### src/rtl/counter_pkg.sv
// Shared helpers for the level-encoded counter: supply-relative threshold, rail drive and
// parameter legality. Levels are unsigned millivolt codes.
package counter_pkg;

  typedef logic [15:0] level_t;

  localparam int unsigned MaxWidth = 16;

  // Logic 1 strictly above half the supply; compare 2*lvl > vdd to avoid losing the LSB.
  function automatic logic is_high(level_t lvl, level_t vdd);
    return {lvl, 1'b0} > {1'b0, vdd};
  endfunction

  function automatic level_t drive(logic b, level_t vdd);
    return b ? vdd : '0;
  endfunction

  function automatic bit width_ok(int unsigned w);
    return (w >= 1) && (w <= MaxWidth);
  endfunction

  function automatic bit max_ok(int unsigned w, int unsigned m);
    return width_ok(w) && (m >= 1) && (m <= (32'd1 << w) - 32'd1);
  endfunction

endpackage

### src/rtl/updown_cell.sv
// One bit of counter state: registers the supplied next-state, cleared by synchronous reset.
module updown_cell (
  input  logic ck,
  input  logic rst,
  input  logic nxt,
  output logic q
);

  always_ff @(posedge ck) begin
    if (rst) q <= 1'b0;
    else     q <= nxt;
  end

endmodule

### src/rtl/mod_n_updown_counter.sv
// Modulo-(MAX+1) up/down counter with load, wrap or saturate at the ends, and a cascadable
// terminal-count flag. All control/data ports are supply-relative levels.
module mod_n_updown_counter
  import counter_pkg::*;
#(
  parameter int unsigned WIDTH    = 3,
  parameter int unsigned MAX      = 2**WIDTH - 1,
  parameter bit          SATURATE = 1'b0
) (
  input  logic                   ck,
  input  level_t                 rst,
  input  level_t                 vdd,
  input  level_t                 en,
  input  level_t                 up,
  input  level_t                 ld,
  input  level_t [WIDTH-1:0]     d,
  output level_t [WIDTH-1:0]     q,
  output level_t                 tc
);

  if (!width_ok(WIDTH)) begin : g_bad_width
    $error("mod_n_updown_counter: WIDTH must be 1..16");
  end
  if (!max_ok(WIDTH, MAX)) begin : g_bad_max
    $error("mod_n_updown_counter: MAX must be 1..2**WIDTH-1");
  end

  localparam logic [WIDTH-1:0] MaxQ = WIDTH'(MAX);

  logic             rst_b, en_b, up_b, ld_b, tc_b;
  logic [WIDTH-1:0] d_b, d_clamp, cnt, cnt_d;

  assign rst_b = is_high(rst, vdd);
  assign en_b  = is_high(en, vdd);
  assign up_b  = is_high(up, vdd);
  assign ld_b  = is_high(ld, vdd);

  always_comb begin
    d_b = '0;
    for (int i = 0; i < WIDTH; i++) d_b[i] = is_high(d[i], vdd);
  end

  // Reset priority lives in the cells; here only load > enable > hold.
  always_comb begin
    d_clamp = (d_b > MaxQ) ? MaxQ : d_b;
    cnt_d   = cnt;
    if (ld_b) begin
      cnt_d = d_clamp;
    end else if (en_b) begin
      if (up_b) cnt_d = (cnt == MaxQ) ? (SATURATE ? MaxQ : '0) : cnt + 1'b1;
      else      cnt_d = (cnt == '0) ? (SATURATE ? '0 : MaxQ) : cnt - 1'b1;
    end
  end

  for (genvar i = 0; i < WIDTH; i++) begin : g_cell
    updown_cell u_cell (
      .ck  (ck),
      .rst (rst_b),
      .nxt (cnt_d[i]),
      .q   (cnt[i])
    );
  end

  assign tc_b = en_b & ((up_b & (cnt == MaxQ)) | (~up_b & (cnt == '0)));

  // Outputs follow the supply combinationally, so a VDD step shows without a clock edge.
  always_comb begin
    q = '0;
    for (int i = 0; i < WIDTH; i++) q[i] = drive(cnt[i], vdd);
    tc = drive(tc_b, vdd);
  end

endmodule
### config.mk
export PLATFORM = sky130hd
export DESIGN_NAME = mod_n_updown_counter
export DESIGN_NICKNAME = d
export VERILOG_FILES = /design/src/rtl/counter_pkg.sv /design/src/rtl/updown_cell.sv /design/src/rtl/mod_n_updown_counter.sv
export SDC_FILE = /design/constraint.sdc
export NUM_CORES = 1
export LEC_CHECK = 0
export BUFFER_PORTS_ARGS = -buffer_cell sky130_fd_sc_hd__buf_2
export CAP_MARGIN = 25
export CORE_ASPECT_RATIO = 0.7
export CORE_MARGIN = 10
export CORE_UTILIZATION = 35
export DETAILED_ROUTE_END_ITERATION = 6
export HOLD_SLACK_MARGIN = 0.06
export PLACE_DENSITY = 0.77
export SLEW_MARGIN = 20
export SYNTH_ARGS = -nofsm -noshare
export SYNTH_HDL_FRONTEND = slang
export SYNTH_SLANG_ARGS = --single-unit
### constraint.sdc
create_clock -name ck -period 5.7 [get_ports ck]
set_clock_uncertainty 0.2 [all_clocks]
set_input_delay 0.855 -clock ck [delete_from_list [all_inputs] [get_ports ck]]
set_output_delay 0.855 -clock ck [all_outputs]
set_load 0.01 [all_outputs]
After elaboration in Yosys (flattened, before gate mapping). Cells that the tools add are included.

$add $sub $neg: 2. $lt $le $gt $ge: 8. Eq/ne operators: 1. Multiplexer cells: 10. Bitwise logic cells: 5. Reduce and logical (&&, ||, !) cells: 2.

Operator list (count): greater-than comparator 17 x 16 -> 1 bit (7); two-way mux 16 bit (4); two-way mux 3 bit (6); adder 3 x 1 -> 3 bit, second input constant (1); AND 1 bit (3); equality test 3 bit, second input constant (1); greater-than comparator 3 bit, second input constant (1); logical NOT 3 bit (1); subtractor 3 x 1 -> 3 bit, second input constant (1); nonzero test 2 bit (1); NOT 1 bit (1); bitwise OR 1 bit (1).

Register bits: 3. Input bits: 129. Word-level logic and storage cells: 31.

Logic depth before layout (Yosys ltp).
Depth in word-level cells: 6. Mapped depth: 10. Depth with buffers taken out: 9.

Hierarchy. From an unflattened synthesis, not the netlist that was laid out.

Cells, all modules: 385. Area, all modules: 3083.0 µm².

Modules (own cells, without submodules): mod_n_updown_counter (instances 1, cells an instance 379, area each 2981.6 µm², seq. area each 0.0 µm²); updown_cell (instances 3, cells an instance 2, area each 33.8 µm², seq. area each 20.0 µm²).

Worst setup path after synthesis. No wires, ideal clock.

Path kind: input -> output. Start: in vdd[13]. End: out tc[10]. Arrival time: 2920 ps. Path slack: 1725 ps. Stages on the path: 10. Buffers on the path: 1. Cell sequence: inv_1 -> ha_1 -> nand3_2 -> nor4_2 -> nand2_1 -> a41oi_4 -> mux2_4 -> nor2b_4 -> clkbuf_2 -> and2_1.

Word-level cells in the longest chain between the ends: 6. Elaborated cells on any way between the ends: 8. Those cells by class: order compare: 2; mux: 1; bitwise: 5.

Ends and longest elaborated chain: start, declared (RTL line mod_n_updown_counter.sv:12) `input level_t vdd,`; greater-than comparator 17 x 16 -> 1 bit (RTL line counter_pkg.sv:11) `return {lvl, 1'b0} > {1'b0, vdd};`; NOT 1 bit (RTL line mod_n_updown_counter.sv:64) `assign tc_b = en_b & ((up_b & (cnt == MaxQ)) | (~up_b & (cnt == '0)));`; AND 1 bit (RTL line mod_n_updown_counter.sv:64); bitwise OR 1 bit (RTL line mod_n_updown_counter.sv:64); AND 1 bit (*) (RTL line mod_n_updown_counter.sv:64); two-way mux 16 bit (*) (RTL line counter_pkg.sv:15) `return b ? vdd : '0;`; end, declared (RTL line mod_n_updown_counter.sv:18) `output level_t tc`.

Every way passes the cells marked *; elsewhere a longest branch is shown, timed or not.

Final worst setup path.
Start: in vdd[8]. End: out tc[10].

Same word-level chain as after synthesis.

==> flow_summary.html <==
<table>
<tr><th>Metric</th><th>Value</th></tr>
<tr><th colspan="2">Yosys</th></tr>
<tr><td>Post-synthesis cell count</td><td>~400</td></tr>
<tr><td>Main synth FF type</td><td>sky130_fd_sc_hd__dfxtp_1</td></tr>
<tr><td>Seq/Total Area, Yosys</td><td>1.98%</td></tr>
<tr><td>Average cell area after synthesis</td><td>between 7 and 8 sq um</td></tr>
<tr><td>Net count of the mapped netlist</td><td>630</td></tr>
<tr><td>Synthesis-stage register bit count</td><td>3</td></tr>
<tr><td>Cell area after synthesis</td><td>0.00304 sq mm</td></tr>
<tr><td>Number of enable-type register cells in the synthesized netlist</td><td>0</td></tr>
<tr><td>Distinct cell type count of the synthesized netlist</td><td>49</td></tr>
<tr><td>Fraction of registers with async set/reset</td><td>0%</td></tr>
<tr><td>Yosys warns</td><td>0</td></tr>
<tr><th colspan="2">Floorplanning</th></tr>
<tr><td>Core Footprint</td><td>0.00844 sq mm</td></tr>
<tr><td>Starting Density</td><td>36.0%</td></tr>
<tr><td>Top-Level Pins</td><td>~190</td></tr>
<tr><td>Width of the die</td><td>131 microns</td></tr>
<tr><td>Height of the die</td><td>98.0 microns</td></tr>
<tr><td>Placement Rows</td><td>28</td></tr>
<tr><td>Die Outline Area</td><td>0.0129 sq mm</td></tr>
<tr><th colspan="2">GRT</th></tr>
<tr><td>Pin count of the biggest net entering global routing</td><td>22</td></tr>
<tr><td>Global-route wire length before repair</td><td>21000 microns</td></tr>
<tr><td>Via count of the first global-routing pass</td><td>4035</td></tr>
<tr><td>GRT Overall Usage</td><td>19.6%</td></tr>
<tr><td>GR Overflow Total</td><td>0</td></tr>
<tr><td>Initial antenna violation count</td><td>1</td></tr>
<tr><th colspan="2">Route</th></tr>
<tr><td>Violation count after the first detailed-routing iteration</td><td>126</td></tr>
<tr><td>Overall via count from detail_route</td><td>3778</td></tr>
<tr><td>Drt total wl</td><td>13300 microns</td></tr>
<tr><td>Routed wire per std cell</td><td>about 19 microns</td></tr>
<tr><td>Number of detailed-routing iterations run before antenna repair</td><td>4</td></tr>
<tr><td>Number of routed nets with antenna violations</td><td>0</td></tr>
<tr><td>Vias per inst</td><td>5.34</td></tr>
<tr><td>DRC violation count after routing</td><td>0</td></tr>
<tr><th colspan="2">CTS</th></tr>
<tr><td>Number of buffers on the longest clock path</td><td>2</td></tr>
<tr><td>Post-CTS setup repair buffer count</td><td>0</td></tr>
<tr><td>CTS Root Buffer Type</td><td>sky130_fd_sc_hd__clkbuf_16</td></tr>
<tr><td>Worst-skew pair later-pin latency</td><td>220 ps</td></tr>
<tr><td>Count of hold buffers inserted by post-cts repair</td><td>0</td></tr>
<tr><td>Clock transition at the register clock pins on the worst setup and hold paths after CTS</td><td>30 ps</td></tr>
<tr><td>Sinks on Clock Net</td><td>3</td></tr>
<tr><td>Total number of H-tree levels</td><td>1</td></tr>
<tr><td>Number of buffers added by the clock tree synthesis step</td><td>3</td></tr>
<tr><td># resized after CTS</td><td>0</td></tr>
<tr><td>CTS tree</td><td>built</td></tr>
<tr><th colspan="2">Final layout</th></tr>
<tr><td>Largest registers ranked by flip-flop count</td><td>g_cell.u_cell.q: 3 flops</td></tr>
<tr><td>Total number of nets in the final design</td><td>827</td></tr>
<tr><td>Proportion of layout cells with a drive suffix above 1</td><td>36.1%</td></tr>
<tr><td>Largest register by flop count</td><td>g_cell.u_cell.q</td></tr>
<tr><td>Area of combinational cells with multiple inputs</td><td>0.00287 sq mm</td></tr>
<tr><td>Area grow syn2layout</td><td>39.8%</td></tr>
<tr><td>Most frequent cells in the layout</td><td>sky130_fd_sc_hd__buf_2 (192), sky130_fd_sc_hd__ha_1 (109), sky130_fd_sc_hd__nor2_1 (42)</td></tr>
<tr><td>Post-route design area</td><td>0.00425 sq mm</td></tr>
<tr><td>Number of flip-flops under the largest register name</td><td>3</td></tr>
<tr><td>Leading cell type in the layout, fill and taps excluded</td><td>sky130_fd_sc_hd__buf_2</td></tr>
<tr><td>Inserted Diodes</td><td>0</td></tr>
<tr><td>Sequential cell area</td><td>about 60 sq um</td></tr>
<tr><td>Filler instances</td><td>between 800 and 900</td></tr>
<tr><th colspan="2">Power</th></tr>
<tr><td>Sum of internal, switching and leakage power</td><td>0.000477 W</td></tr>
<tr><td>Pwr per Cell Area</td><td>about 110 mW/mm^2</td></tr>
<tr><td>Standby leakage power</td><td>approximately 2.5 nW</td></tr>
<tr><td>Peak supply drop</td><td>47.2 uV</td></tr>
<tr><th colspan="2">STA</th></tr>
<tr><td>Transition time at the pin with the least slew margin</td><td>670 ps</td></tr>
<tr><td>Worst Hold Slack</td><td>473 ps</td></tr>
<tr><td>Final Hold Viols</td><td>0</td></tr>
<tr><td>Unrepaired setup endpoints after global routing</td><td>false</td></tr>
<tr><td>Peak Freq</td><td>~220 MHz</td></tr>
<tr><td>Accumulated negative setup slack</td><td>0 ps</td></tr>
<tr><td>Minimum clock period</td><td>4480 ps</td></tr>
<tr><td>Setup-violating endpoint count in the final report</td><td>0</td></tr>
<tr><td>Final Max Slew Viols</td><td>0</td></tr>
<tr><td>Final period util</td><td>78.6%</td></tr>
<tr><td>Slew margin rel.</td><td>55.3%</td></tr>
<tr><th colspan="2">Critical path</th></tr>
<tr><td>Worst Path Class, Setup</td><td>input port to output pin</td></tr>
<tr><td>Critical Path Fanout Max</td><td>16</td></tr>
<tr><td>Crit path arrival time</td><td>3420 ps</td></tr>
<tr><td>CP Launch Type</td><td>input port</td></tr>
<tr><td>Setup crit end kind</td><td>output pin</td></tr>
<tr><td>Critical Path RT</td><td>between 4000 and 5000 ps</td></tr>
<tr><th colspan="2">Placement</th></tr>
<tr><td>Placer's final routability congestion estimate</td><td>0.888</td></tr>
<tr><td>Port Buf Inserts</td><td>roughly 190</td></tr>
<tr><td>DP Wirelength</td><td>about 12000 microns</td></tr>
<tr><td>Placed Instance Area</td><td>0.00417 sq mm</td></tr>
<tr><th colspan="2">Outcome</th></tr>
<tr><td>Run status</td><td>complete, no violations</td></tr>
<tr><th colspan="2">Hold path</th></tr>
<tr><td>Class of the tightest hold or removal check</td><td>register to register</td></tr>
<tr><th colspan="2">Job</th></tr>
<tr><td>Count of max-cap constraint violations</td><td>0</td></tr>
</table>
-- metal layers --
| metal | track usage [%] | share of wire (%) | vias to the layer above | wire length [microns] |
|---|---|---|---|---|
| li1 | - | - | 1869 | - |
| met2 | 33.4 | 45 | 168 | 6040 |
| met5 | 0 | 0 | - | 0 |
| met3 | 5.42 | 8.7 | 13 | 1160 |
| met4 | 3.32 | 0.91 | 0 | 121 |
| met1 | 24.3 | 45 | 1728 | 5990 |
-- kinds of logic after synthesis --
group	Yosys count	synth area share [%]
buffers and inverters	28	3.50
AO/OA/AOI/OAI	96	21.3
XOR/XNOR	1	0.288
flip-flops	3	1.98
multiplexers	3	1.15
adder cells (fa/ha/maj)	109	44.9
AND/OR/NAND/NOR	152	26.9
-- worst max-delay path: stages --
cell and delay, ps:
sky130_fd_sc_hd__buf_2 110, sky130_fd_sc_hd__inv_1 400, sky130_fd_sc_hd__ha_1 270, sky130_fd_sc_hd__nand4_1 160
sky130_fd_sc_hd__nor4_2 200, sky130_fd_sc_hd__nand2_1 130, sky130_fd_sc_hd__a41oi_4 340, sky130_fd_sc_hd__mux2_4 340
sky130_fd_sc_hd__nor2b_4 270, sky130_fd_sc_hd__and2_1 190, sky130_fd_sc_hd__buf_2 140
-- synthesized netlist by cell type, drive strengths merged, types with 4 or more instances --
cell type	count	area share (%)
nand4	16	3.3
nand2	16	2.0
nand3	11	2.0
a21oi	29	4.8
nor2b	5	1.3
o21ai	15	2.5
a211oi	10	2.5
nor2	42	5.2
clkbuf	4	0.53
nor3	10	1.6
a21o	20	4.9
ha	109	45
inv	21	2.6
and2	36	7.4
-- metrics by stage --
stage	setup slack (ps)	cells	utilization [%]
after global routing	1010	708	50.4
after global placement	1300	704	49.4
final	1220	708	50.4
after detailed placement	1180	704	49.4
after floorplan	1720	392	-
after CTS	1180	708	50.4
-- power by group --
| part | total (W) | leakage, nW | internal (W) | switching, W |
|---|---|---|---|---|
| Sequential | 0.0000303 | 0.0249 | 0.0000238 | 0.00000652 |
| Clock | 0.000112 | 0.0382 | 0.0000923 | 0.0000193 |
| Combinational | 0.000335 | 2.42 | 0.000151 | 0.000184 |
-- worst paths after layout --
| kind | to | from | slack (ps) | cells past startpoint |
|---|---|---|---|---|
| max reg2reg | g_cell[2].u_cell.q$_SDFFE_PN0P_ | g_cell[1].u_cell.q$_SDFFE_PN0P_ | 3650 | 5 |
| min reg2reg | g_cell[0].u_cell.q$_SDFFE_PN0P_ | g_cell[0].u_cell.q$_SDFFE_PN0P_ | 470 | 2 |
| min | g_cell[0].u_cell.q$_SDFFE_PN0P_ | g_cell[0].u_cell.q$_SDFFE_PN0P_ | 470 | 2 |
| max | tc[10] | vdd[8] | 1220 | 11 |
-- layout make-up --
class	instances	share of cell area (%)
inverters	22	1.94
repair buffers	198	23.7
multi-input cells	361	67.6
clock buffers	4	1.85
well taps	120	3.53
flip-flops and latches	3	1.41
Power figures use the tool's default switching activity.
